[config.mk]
export PLATFORM = sky130hd
export DESIGN_NAME = uarc_receiver_arbiter
export DESIGN_NICKNAME = d
export VERILOG_FILES = /design/src/rtl/uarc_receiver_arbiter.sv
export SDC_FILE = /design/constraint.sdc
export NUM_CORES = 1
export LEC_CHECK = 0
export CORE_AREA = 2 2 121 123
export CTS_BUF_LIST = sky130_fd_sc_hd__clkbuf_16
export DETAILED_ROUTE_END_ITERATION = 8
export DIE_AREA = 0 0 123 125
export GPL_ROUTABILITY_DRIVEN = 0
export HOLD_SLACK_MARGIN = 0.12
export PLACE_DENSITY = 0.85
export SETUP_SLACK_MARGIN = 0.2
export SYNTH_ARGS = -nofsm -noshare
export SYNTH_HDL_FRONTEND = slang
export SYNTH_SLANG_ARGS = --single-unit
[constraint.sdc]
create_clock -name clk -period 8 [get_ports clk]
set_input_delay 0.8 -clock clk [delete_from_list [all_inputs] [get_ports clk]]
set_output_delay 0.8 -clock clk [all_outputs]
set_load 0.005 [all_outputs]
[src/rtl/uarc_receiver_arbiter.sv]
// Receiver-side front end for the UARC bus set: round-robin kill and data
// arbitration across TOTAL_BUSES channels, a first-word-fall-through queue for
// send/stream words, and a registered one-cycle kill pulse.
module uarc_receiver_arbiter #(
  parameter int WORD_MAG       = 5,
  parameter int TOTAL_BUSES    = 4,
  parameter int FIFO_DEPTH_MAG = 2,
  localparam int WORD_WIDTH    = 1 << WORD_MAG,
  localparam int DEPTH         = 1 << FIFO_DEPTH_MAG,
  localparam int BUS_W         = (TOTAL_BUSES > 1) ? $clog2(TOTAL_BUSES) : 1
) (
  input  logic                              clk,
  input  logic                              reset,
  input  logic [TOTAL_BUSES-1:0]            receiver_enables,
  input  logic [TOTAL_BUSES-1:0]            receiver_kills,
  input  logic [TOTAL_BUSES-1:0]            receiver_sends,
  input  logic [TOTAL_BUSES-1:0]            receiver_streams,
  input  logic [TOTAL_BUSES*WORD_WIDTH-1:0] receiver_datas,
  output logic [TOTAL_BUSES-1:0]            receiver_kill_acks,
  output logic [TOTAL_BUSES-1:0]            receiver_send_acks,
  output logic [TOTAL_BUSES-1:0]            receiver_stream_acks,
  output logic                              out_valid,
  input  logic                              out_ready,
  output logic                              out_stream,
  output logic [BUS_W-1:0]                  out_bus,
  output logic [WORD_WIDTH-1:0]             out_data,
  output logic                              kill_valid,
  output logic [BUS_W-1:0]                  kill_bus,
  output logic [FIFO_DEPTH_MAG:0]           fifo_count
);

  localparam logic [FIFO_DEPTH_MAG:0] DEPTH_CNT = (FIFO_DEPTH_MAG + 1)'(DEPTH);

  // Returns {found, index} of the first requester at or after ptr, wrapping.
  function automatic logic [BUS_W:0] rr_pick(input logic [TOTAL_BUSES-1:0] req,
                                             input logic [BUS_W-1:0] ptr);
    logic                   found;
    logic [BUS_W-1:0]       idx;
    logic [TOTAL_BUSES-1:0] req_sh;
    int                     cand;
    found = 1'b0;
    idx   = '0;
    for (int k = 0; k < TOTAL_BUSES; k++) begin
      cand   = (int'(ptr) + k) % TOTAL_BUSES;
      req_sh = req >> cand;
      if (!found && req_sh[0]) begin
        found = 1'b1;
        idx   = BUS_W'(cand);
      end
    end
    return {found, idx};
  endfunction

  function automatic logic [BUS_W-1:0] ptr_after(input logic [BUS_W-1:0] g);
    return BUS_W'((int'(g) + 1) % TOTAL_BUSES);
  endfunction

  logic [BUS_W-1:0]          kill_ptr_q, kill_ptr_d;
  logic [BUS_W-1:0]          data_ptr_q, data_ptr_d;
  logic                      kill_valid_q, kill_valid_d;
  logic [BUS_W-1:0]          kill_bus_q, kill_bus_d;
  logic [FIFO_DEPTH_MAG-1:0] wr_ptr_q, wr_ptr_d;
  logic [FIFO_DEPTH_MAG-1:0] rd_ptr_q, rd_ptr_d;
  logic [FIFO_DEPTH_MAG:0]   count_q, count_d;

  logic [WORD_WIDTH-1:0]     mem_data_q   [DEPTH];
  logic [BUS_W-1:0]          mem_bus_q    [DEPTH];
  logic                      mem_stream_q [DEPTH];

  logic [TOTAL_BUSES-1:0]    kill_req, data_req;
  logic [BUS_W:0]            kill_pick, data_pick;
  logic                      kill_gnt, data_gnt, can_push, pop;
  logic [BUS_W-1:0]          kill_idx, data_idx;
  logic                      push_stream;
  logic [WORD_WIDTH-1:0]     push_data;
  logic [TOTAL_BUSES-1:0]    sends_sh;

  // Request qualification and both round-robin grants; reset suppresses grants.
  always_comb begin
    kill_req  = receiver_enables & receiver_kills;
    data_req  = receiver_enables & (receiver_sends | receiver_streams) & ~receiver_kills;
    pop       = out_valid & out_ready;
    can_push  = (count_q != DEPTH_CNT) | pop;
    kill_pick = rr_pick(kill_req, kill_ptr_q);
    data_pick = rr_pick(data_req, data_ptr_q);
    kill_gnt  = kill_pick[BUS_W] & ~reset;
    kill_idx  = kill_pick[BUS_W-1:0];
    data_gnt  = data_pick[BUS_W] & can_push & ~reset;
    data_idx  = data_pick[BUS_W-1:0];
    // Send wins over stream on the same bus; the pushed word is tagged accordingly.
    sends_sh    = receiver_sends >> data_idx;
    push_stream = ~sends_sh[0];
    push_data   = WORD_WIDTH'(receiver_datas >> (int'(data_idx) * WORD_WIDTH));
  end

  // Combinational acks, one-hot on the granted bus.
  always_comb begin
    receiver_kill_acks   = '0;
    receiver_send_acks   = '0;
    receiver_stream_acks = '0;
    if (kill_gnt) receiver_kill_acks = TOTAL_BUSES'(1) << kill_idx;
    if (data_gnt) begin
      if (push_stream) receiver_stream_acks = TOTAL_BUSES'(1) << data_idx;
      else             receiver_send_acks   = TOTAL_BUSES'(1) << data_idx;
    end
  end

  // Next-state for pointers, kill pulse and queue occupancy.
  always_comb begin
    kill_ptr_d   = kill_gnt ? ptr_after(kill_idx) : kill_ptr_q;
    data_ptr_d   = data_gnt ? ptr_after(data_idx) : data_ptr_q;
    kill_valid_d = kill_gnt;
    kill_bus_d   = kill_gnt ? kill_idx : kill_bus_q;
    wr_ptr_d     = data_gnt ? wr_ptr_q + 1'b1 : wr_ptr_q;
    rd_ptr_d     = pop ? rd_ptr_q + 1'b1 : rd_ptr_q;
    unique case ({data_gnt, pop})
      2'b10:   count_d = count_q + 1'b1;
      2'b01:   count_d = count_q - 1'b1;
      default: count_d = count_q;
    endcase
  end

  // Control state; reset discards queued words by clearing pointers and count.
  always_ff @(posedge clk) begin
    if (reset) begin
      kill_ptr_q   <= '0;
      data_ptr_q   <= '0;
      kill_valid_q <= 1'b0;
      kill_bus_q   <= '0;
      wr_ptr_q     <= '0;
      rd_ptr_q     <= '0;
      count_q      <= '0;
    end else begin
      kill_ptr_q   <= kill_ptr_d;
      data_ptr_q   <= data_ptr_d;
      kill_valid_q <= kill_valid_d;
      kill_bus_q   <= kill_bus_d;
      wr_ptr_q     <= wr_ptr_d;
      rd_ptr_q     <= rd_ptr_d;
      count_q      <= count_d;
    end
  end

  // Queue storage is written at the tail on a data grant; no reset needed.
  always_ff @(posedge clk) begin
    if (data_gnt) begin
      mem_data_q[wr_ptr_q]   <= push_data;
      mem_bus_q[wr_ptr_q]    <= data_idx;
      mem_stream_q[wr_ptr_q] <= push_stream;
    end
  end

  // Head of the queue falls through to the output port.
  always_comb begin
    out_valid  = (count_q != '0);
    out_data   = mem_data_q[rd_ptr_q];
    out_bus    = mem_bus_q[rd_ptr_q];
    out_stream = mem_stream_q[rd_ptr_q];
    kill_valid = kill_valid_q;
    kill_bus   = kill_bus_q;
    fifo_count = count_q;
  end

endmodule

==> results of run 1 <==
cells by family after synthesis:
logic type | count (synthesis)
flops | 156
mux | 132
simple gates | 63
compound gates | 33
buf+inv | 33
fa+ha+maj | 14
xor+xnor | 5
through the flow:
| stage | hold WS (ns) | power, mW | std cells | util | instance area, um^2 |
|---|---|---|---|---|---|
| floorplan | 0.453 | 1.43 | 436 | - | 7220 |
| global placement | 0.453 | 1.75 | 803 | 0.661 | 9390 |
| detailed placement | 0.454 | 1.78 | 803 | 0.661 | 9390 |
| CTS | 0.470 | 2.74 | 834 | 0.711 | 10100 |
| global route | 0.489 | 2.82 | 834 | 0.711 | 10100 |
| finish | 0.462 | 2.71 | 834 | 0.711 | 10100 |
state kept, by name, summed over array words and instances (netlist names), named ones only:
name	cells
kill_bus	2
mem_data_q	128
mem_stream_q	4
mem_bus_q	8
rd_ptr_q	2
wr_ptr_q	2
fifo_count	3
data_ptr_q	2
kill_valid	1
kill_ptr_q	2
cell usage in the layout (no fill, tap or decap), types with 3 or more instances in the layout:
| cell type | n |
|---|---|
| a21oi_1 | 12 |
| and2_1 | 6 |
| and2_2 | 4 |
| buf_4 | 4 |
| bufinv_16 | 8 |
| clkbuf_16 | 17 |
| clkdlybuf4s50_1 | 200 |
| dfxtp_1 | 14 |
| edfxtp_1 | 140 |
| ha_1 | 13 |
| inv_1 | 12 |
| mux2i_1 | 97 |
| mux4_2 | 35 |
| nand2_1 | 16 |
| nand2b_1 | 3 |
| nor2_1 | 15 |
| nor3_1 | 5 |
| or3b_1 | 3 |
| xor2_1 | 3 |
metal layers:
layer,share of wire,track usage,vias to the layer above
li1,-,-,2131
met1,0.37,0.236,2210
met2,0.53,0.375,205
met3,0.076,0.0570,26
met4,0.018,0.0795,0
met5,0,0,-
worst max-delay path: stages:
cell and delay (ns):
clkdlybuf4s50_1 0.45, and2b_1 0.27, a211oi_1 0.12, or3b_1 0.41
a21oi_4 0.21, buf_4 0.59, ha_1 0.26, nand2_1 0.07
nor3_1 0.17, clkdlybuf4s50_1 0.54
final cells by class:
| class | instances | area, um^2 |
|---|---|---|
| fillers | 915 | 4100 |
| inverters | 12 | 45.0 |
| clock inverters | 14 | 289 |
| repair buffers | 204 | 2030 |
| flip-flops and latches | 156 | 4530 |
| multi-input cells | 247 | 2560 |
| clock buffers | 17 | 425 |
| well taps | 184 | 230 |
power by group through the flow:
stage,registers (mW),logic [mW],clock network [mW]
2_1_floorplan,1.02,0.408,0
3_3_place_gp,1.05,0.695,0
3_5_place_dp,1.06,0.719,0
4_1_cts,1.04,0.723,0.974
5_1_grt,1.05,0.769,1.00
6_report,1.04,0.711,0.959
how the worst max path moves through the flow:
stage                            from                      end  slack [ns]  depth (start not counted)
finish              receiver_kills[1]    receiver_send_acks[3]        3.32                         10
global route        receiver_kills[1]  receiver_stream_acks[1]        3.09                         10
CTS                 receiver_kills[1]    receiver_send_acks[2]        3.31                         11
detailed placement  receiver_kills[1]    receiver_send_acks[2]        3.33                         11
global placement    receiver_kills[1]    receiver_send_acks[3]        3.46                         10
floorplan           receiver_kills[1]    receiver_send_acks[3]        4.67                          9
==> impl_metrics.csv, run 1 <==
group,metric,value,unit
route,drc,0,
setup_path,cp_max_fo,42,
worst_hold_path,worstHoldEndpoint,"kill_bus[0]",
power,sequentialPowerShare,0.383,
clock_tree,cts_root_buf,"clkbuf_16",
global_routing,overflow,0,
timing,worst_pin_slew,1.00,ns
placed_design,place_hpwl,10.9,mm
clock_tree,htreeDepth,4,
timing,finalSetupViolations,0,
synthesis,yosysTopAreaCellShare,0.582,
route,wl_per_cell,19.0,um
synthesis,syn_area_per_cell,16.6,um^2
global_routing,grt_pass1_vias,4891,
die,coreArea,14200,um^2
setup_path,required,7.20,ns
timing,slew_violations,0,
timing,post-route-min-period,4.68,ns
global_routing,grt_max_degree,43,
clock_tree,cts_buffers,17,
status,status,"complete, no violations",
synthesis,synth_edf_count,140,
setup_path,worst_setup_path_start_kind,"primary input",
global_routing,grt_pass1_wl,24.3,mm
power,swShare,0.240,
synthesis,synthSimpleGateAreaFrac,0.0454,
route,viasPerCell,5.48,
power,cell_internal_pwr,2.06,mW
timing,final_critical_path_setup_slack,3.32,ns
synthesis,synthesis.area,7220,um^2
layout,nNetsFinal,799,
route,detail_route.first_pass.iterations,4,
setup_path,crit_type,"in2out",
die,die_x,123,um
setup_path,rr_worst_depth,3,
clock_tree,holdBufCountCts,0,
die,ios,201,
synthesis,postSynth.asyncResetShare,0,
synthesis,yosys-top-cells-area,"edfxtp_1 (58%), mux2i_1 (13%), mux4_2 (11%), dfxtp_1 (4.4%), ha_1 (2.3%)",
synthesis,synthCells,436,
power,p_leak,3.48,nW
synthesis,yosysMostFrequentCell,"edfxtp_1",
die,die_h,125,um
timing,rsz0062_at_grt,"no",
timing,finalHoldViolations,0,
power,clkPwrFrac,0.354,
clock_tree,cts_setup_buffers,0,
route,detail_route.iter0.violations,182,
die,start_util,0.508,
layout,areaGrowthSynthToFinish,39.9,%
timing,finClkSkew,0.0124,ns
setup_path,reg2reg_from,"fifo_count[2]",
synthesis,synth_xor_area_frac,0.00606,
synthesis,synth_cell_types,46,
synthesis,ys.flop_type,"edfxtp_1",
placed_design,io_buffers,200,
clock_tree,tritoncts,"built",
layout,drive_above_1_share,0.125,
clock_tree,clkSinkCount,156,
worst_hold_path,hold_path.class,"reg2reg",
setup_path,cp-end-kind,"output pin",
synthesis,netlist_top_cells_count,"edfxtp_1 (140), mux2i_1 (97), mux4_2 (35)",
synthesis,synth_compound_area_frac,0.0312,
power,net-switching-power,0.649,mW
clock_tree,clk_latency,0.41,ns
global_routing,track_usage,0.210,
clock_tree,max-clock-path-buffers,2,
route,wl,15.9,mm
synthesis,synth_fp_nets,597,
power,ir_worst_vdd,0.000133,V
layout,diodes,0,
setup_path,rrSetupSlack,5.26,ns
synthesis,synth_top_area_cell,"edfxtp_1",
global_routing,antenna_found_initial,0,
synthesis,yosys_warnings,0,
route,vias,4572,
power,pwr-share-comb,0.263,
setup_path,arrival,3.88,ns
route,ant_nets,0,
worst_hold_path,worstHoldStart,"kill_bus[0]",
synthesis,synth_mux_area_frac,0.244,
placed_design,dp_slack,3.33,ns
die,rows,44,
synthesis,synthAdderAreaFrac,0.0253,
die,die-area,15400,um^2
clock_tree,clk_pin_slew,0.06,ns
synthesis,synth_top_family_by_area,"multiplexers",
synthesis,synth_seq_area_share,0.627,
job,maxCapViolCount,0,
synthesis,ys_ff_latch,156,
timing,tns,0,ns
setup_path,r2r-end,"mem_data_q[1][0]",
timing,fin_crit_sh,0.585,
timing,relSlewSlack,0.334,
worst_hold_path,hold_depth,2,
clock_tree,cts_resized,0,
timing,clock.fmax,214,MHz
power,power_per_cell_area,268,nW/um^2
(Power assumes the default switching activity.)
==> run 2: changes to the inputs <==
- CORE_AREA: 2 2 121 123 -> 2 2 132 134
- DIE_AREA: 0 0 123 125 -> 0 0 134 136
- PLACE_DENSITY: 0.85 -> 0.76
- clock period: 8 -> 4.1 ns (I/O delays scaled with it)
==> run 2 against run 1 <==
- flip-flop and latch count unchanged
- final area is 0.63% higher
- via count shrank 2.0%
- critical endpoint is now receiver_stream_acks[0]
- register-to-register slack worse by 3.8 ns
- core utilization down 11 points
- clock power up 70%
- worst setup slack lost 2.6 ns
- cell count rose by 5.9%
- critical path depth decreased by 1
- largest power group unchanged
- total power increased by 87%
- count of clock-buffer cells in the layout unchanged
==> impl_metrics.csv, run 2 (same netlist as run 1, synthesis figures left out) <==
group,metric,value,unit
status,status,"complete, no violations",
layout,largestRegisters,"mem_data_q: 128 flops, mem_bus_q: 8 flops, mem_stream_q: 4 flops",
clock_tree,clk_latency,0.41,ns
timing,fin_crit_sh,0.825,
layout,fin_util,0.603,
layout,diodes,0,
placed_design,placed_cells,851,
global_routing,grt_pass1_wl,23.9,mm
setup_path,critPathSlowestCell,"clkdlybuf4s50_1",
die,die_h,136,um
setup_path,cp_max_fo,7,
setup_path,arrival,2.97,ns
route,wl_met1,6.39,mm
route,wl,15.2,mm
power,clkPwrFrac,0.322,
power,net-switching-power,1.31,mW
global_routing,antenna_found_initial,0,
power,sequentialPowerShare,0.394,
timing,finalSetupViolations,0,
die,die_x,134,um
layout,nNetsFinal,806,
clock_tree,holdBufCountCts,0,
layout,layout_common_cells,"clkdlybuf4s50_1 (200), edfxtp_1 (140), mux2i_1 (97)",
timing,rsz0062_at_grt,"no",
clock_tree,clkSinkCount,156,
power,p_leak,3.50,nW
clock_tree,htreeDepth,4,
route,wl_met3,942,um
route,detail_route.first_pass.iterations,4,
global_routing,grt_max_degree,37,
clock_tree,max-clock-path-buffers,2,
die,ios,201,
power,power_per_cell_area,497,nW/um^2
setup_path,required,3.69,ns
route,viasPerCell,5.08,
placed_design,io_buffers,200,
die,coreArea,16900,um^2
timing,slew_violations,0,
timing,finalHoldViolations,0,
die,die-area,18200,um^2
setup_path,path_buf_inv,3,
route,vias,4482,
power,swShare,0.259,
layout,largest_reg_flops,128,
timing,relSlewSlack,0.366,
timing,worst_pin_slew,0.951,ns
layout,final-instance-count-excl-fill,883,
timing,finClkSkew,0.0104,ns
clock_tree,cts_resized,0,
job,maxCapViolCount,0,
layout,final_common_cell,"clkdlybuf4s50_1",
die,start_util,0.428,
power,cell_internal_pwr,3.74,mW
setup_path,worst_setup_path_start_kind,"primary input",
worst_hold_path,hold_path.class,"reg2reg",
global_routing,grt_pass1_vias,4819,
clock_tree,cts_root_buf,"clkbuf_16",
clock_tree,cts_setup_buffers,0,
route,dr_wl_met2,7.74,mm
die,rows,48,
layout,drive_above_1_share,0.137,
power,ir_worst_vdd,0.000318,V
global_routing,overflow,0,
placed_design,place_hpwl,10.8,mm
layout,largest_register,"mem_data_q",
setup_path,cpLargestDelayFamily,"buffers and inverters",
power,pwr-share-comb,0.283,
setup_path,crit_chain,"clkdlybuf4s50_1 > nor2_1 > or4b_1 > a21oi_1 > nor2_4 > inv_1 > o211ai_1 > a21oi_1 > clkdlybuf4s50_1",
timing,tns,0,ns
route,top_layer,"met4",
layout,fill_cells,1233,
layout,areaGrowthSynthToFinish,40.8,%
setup_path,crit_type,"in2out",
route,drc,0,
clock_tree,clk_pin_slew,0.07,ns
clock_tree,tritoncts,"built",
global_routing,track_usage,0.171,
route,wl_per_cell,17.3,um
setup_path,cp-end-kind,"output pin",
setup_path,slowest_delay,0.52,ns
route,ant_nets,0,
timing,hold_ws,0.472,ns
timing,post-route-min-period,3.38,ns
timing,clock.fmax,296,MHz
route,detail_route.iter0.violations,215,
clock_tree,cts_buffers,17,
-- run 2: changes by cell type in the layout (fill, tap and decap cells not counted), moves of 2 or more --
cell / before / now
bufinv_16: 8 / 3
buf_12: 0 / 4
buf_4: 4 / 7
inv_6: 2 / 5
clkinv_4: 1 / 3
inv_8: 1 / 3
-- run 2: worst paths after layout --
kind / startpoint / slack, ns / to / cells past startpoint
worst max register to register: fifo_count[0] / 1.44 / fifo_count[2] / 10
worst max-delay path: receiver_sends[0] / 0.72 / receiver_stream_acks[0] / 9
worst min-delay path: kill_bus[1] / 0.47 / kill_bus[1] / 2
worst min register to register: kill_bus[1] / 0.47 / kill_bus[1] / 2
-- run 2: cell type report --
type,instances,area [um^2],share of cell area
clock buffer,17,425,0.0418
clock inverter,15,199,0.0196
inverter,12,45.0,0.00443
multi-input combinational,247,2560,0.251
sequential,156,4530,0.445
tap,225,282,0.0277
timing repair buffer,211,2130,0.210
-- run 2: metal layers --
layer  vias to the layer above  track usage
li1                       2136            -
met1                      2181        0.206
met2                       152        0.299
met3                        13       0.0455
met4                         0       0.0544
met5                         -            0
-- run 2: power groups by stage --
stage / logic [mW] / registers (mW) / clock network (mW)
3_3_place_gp: 1.42 / 2.02 / 0
4_1_cts: 1.46 / 1.99 / 1.66
5_1_grt: 1.55 / 2.01 / 1.73
2_1_floorplan: 0.795 / 1.99 / 0
6_report: 1.43 / 1.99 / 1.63
3_5_place_dp: 1.45 / 2.03 / 0
-- run 2: stage by stage --
stage,worst slack (ns),power [mW],instance area [um^2]
6_report,0.717,5.05,10200
5_1_grt,0.546,5.29,10200
2_1_floorplan,1.24,2.79,7220
4_1_cts,0.717,5.11,10200
3_5_place_dp,0.730,3.48,9540
3_3_place_gp,0.741,3.44,9540
-- run 2: worst register-to-register path, stage by stage (launching register included) --
cell and delay, ns:
dfxtp_1 0.36, nor4b_1 0.49, a311oi_2 0.17, buf_4 0.23
inv_1 0.08, ha_1 0.18, inv_1 0.06, fa_1 0.38
xor2_1 0.17, or3_1 0.32, a21oi_1 0.16
==> run 3: changes to the inputs <==
- clock period: 4.1 -> 2.95 ns (I/O delays scaled with it)
==> run 3 against run 2 <==
- critical path depth stayed put
- total power is 44% higher
- hold slack worse by 0.017 ns
- sequential share of layout area is 2.5 points lower
- clock skew hardly changed
- core utilization is 3.6 points higher
- largest cell class unchanged
- highest routed layer unchanged
==> impl_metrics.csv, run 3 (same netlist as run 1, synthesis figures left out) <==
group,metric,value,unit
status,status,"complete, no violations",
layout,nNetsFinal,857,
clock_tree,htreeDepth,4,
layout,final_area,10800,um^2
route,wl,17.1,mm
timing,tns,0,ns
timing,worst_pin_slew,0.583,ns
global_routing,track_usage,0.184,
worst_hold_path,hold_depth,6,
clock_tree,max-clock-path-buffers,2,
power,swShare,0.264,
die,rows,48,
global_routing,antenna_found_initial,0,
setup_path,cp_max_fo,3,
clock_tree,tritoncts,"built",
setup_path,r2r-end,"mem_data_q[2][8]",
power,cell_internal_pwr,5.36,mW
setup_path,cp-startpoint,"data_ptr_q[0]",
timing,relSlewSlack,0.611,
setup_path,rrSetupSlack,0.31,ns
power,p_leak,3.92,nW
layout,layout_common_cells,"clkdlybuf4s50_1 (180), edfxtp_1 (140), mux2i_1 (97)",
power,net-switching-power,1.92,mW
worst_hold_path,hold_path.class,"in2reg",
power,sequentialPowerShare,0.379,
route,detail_route.first_pass.iterations,4,
die,die_h,136,um
power,pwr-share-comb,0.308,
route,detail_route.iter0.violations,229,
timing,fin_crit_sh,0.943,
layout,diodes,0,
timing,finalSetupViolations,0,
die,die-area,18200,um^2
layout,areaGrowthSynthToFinish,49.4,%
setup_path,cp-end-kind,"output pin",
layout,drive_above_1_share,0.255,
placed_design,placed_cell_area,9740,um^2
layout,largestRegisters,"mem_data_q: 128 flops, mem_bus_q: 8 flops, mem_stream_q: 4 flops",
power,ir_worst_vdd,0.000482,V
global_routing,grt_pass1_wl,25.5,mm
timing,clock.fmax,359,MHz
power,power_per_cell_area,674,nW/um^2
die,ios,201,
timing,slew_violations,0,
route,viasPerCell,5.08,
clock_tree,clk_pin_slew,0.07,ns
timing,rsz0062_at_grt,"yes",
clock_tree,clkSinkCount,156,
power,power,7.27,mW
clock_tree,cts_root_buf,"clkbuf_16",
setup_path,rr_worst_depth,9,
die,start_util,0.428,
setup_path,worst_setup_path_start_kind,"flip-flop",
die,coreArea,16900,um^2
route,wl_per_cell,18.3,um
layout,largest_register,"mem_data_q",
global_routing,grt_max_degree,38,
layout,final_common_cell,"clkdlybuf4s50_1",
setup_path,required,2.65,ns
job,maxCapViolCount,0,
route,vias,4748,
setup_path,crit_type,"reg2out",
global_routing,grt_pass1_vias,4974,
layout,largest_reg_flops,128,
placed_design,place_hpwl,11.4,mm
setup_path,arrival,2.49,ns
route,ant_nets,0,
clock_tree,cts_buffers,17,
die,die_x,134,um
timing,post-route-min-period,2.78,ns
route,drc,0,
timing,hold_ws,0.455,ns
global_routing,overflow,0,
timing,finalHoldViolations,0,
power,clkPwrFrac,0.313,
timing,finClkSkew,0.0107,ns
worst_hold_path,worstHoldStart,"receiver_kills[2]",
placed_design,io_buffers,200,
setup_path,reg2reg_from,"data_ptr_q[0]",
worst_hold_path,worstHoldEndpoint,"kill_bus[1]",
clock_tree,clk_latency,0.41,ns
## run 3: stage by stage
step | std cells | setup slack [ns] | utilization
floorplan | 436 | 0.208 | -
global placement | 875 | -0.120 | 0.577
detailed placement | 875 | -0.168 | 0.577
CTS | 923 | 0.00614 | 0.625
global route | 934 | 0.0787 | 0.639
finish | 934 | 0.167 | 0.639
## run 3: area by class of cell
| class | instances | area (um^2) |
|---|---|---|
| multi-input cells | 247 | 2730 |
| clock inverters | 15 | 196 |
| fillers | 1169 | 6090 |
| flip-flops and latches | 156 | 4530 |
| clock buffers | 17 | 425 |
| well taps | 225 | 282 |
| repair buffers | 262 | 2570 |
| inverters | 12 | 45.0 |
## run 3: timing repair
action | in CTS | in global routing
pin swaps | 11 | 15
hold buffers | 0 | 0
resized for setup | 43 | 54
setup endpoints to repair | 9 | 140
setup buffers | 16 | 11
## run 3: power groups by stage
stage / logic [mW] / clock network (mW) / registers, mW
floorplan: 1.11 / 0 / 2.77
global placement: 2.07 / 0 / 2.79
detailed placement: 2.11 / 0 / 2.80
CTS: 2.20 / 2.31 / 2.76
global route: 2.41 / 2.41 / 2.78
finish: 2.24 / 2.27 / 2.76
## run 3: routing by layer
metal / part of all wire / track usage / wire, um / vias to the layer above
met2: 0.52 / 0.330 / 8960 / 188
met1: 0.40 / 0.215 / 6820 / 2298
met5: 0 / 0 / 0 / -
met4: 0.017 / 0.0597 / 297 / 0
li1: - / - / - / 2239
met3: 0.062 / 0.0518 / 1060 / 23
## run 3: critical path, stage by stage (launching register included)
cell	delay, ns
dfxtp_4	0.35
or4b_4	0.52
buf_4	0.16
a21oi_4	0.15
buf_4	0.15
o21ai_2	0.09
o211a_1	0.17
buf_4	0.15
nor3_2	0.19
dlymetal6s2s_1	0.16
## run 3: how the worst max path moves through the flow
stage	to	slack [ns]	cells past startpoint
floorplan	mem_bus_q[1][0]	0.21	5
global placement	receiver_stream_acks[2]	-0.12	8
detailed placement	receiver_send_acks[2]	-0.17	9
CTS	receiver_send_acks[2]	0.006	10
global route	receiver_send_acks[2]	0.08	9
finish	receiver_send_acks[2]	0.17	9
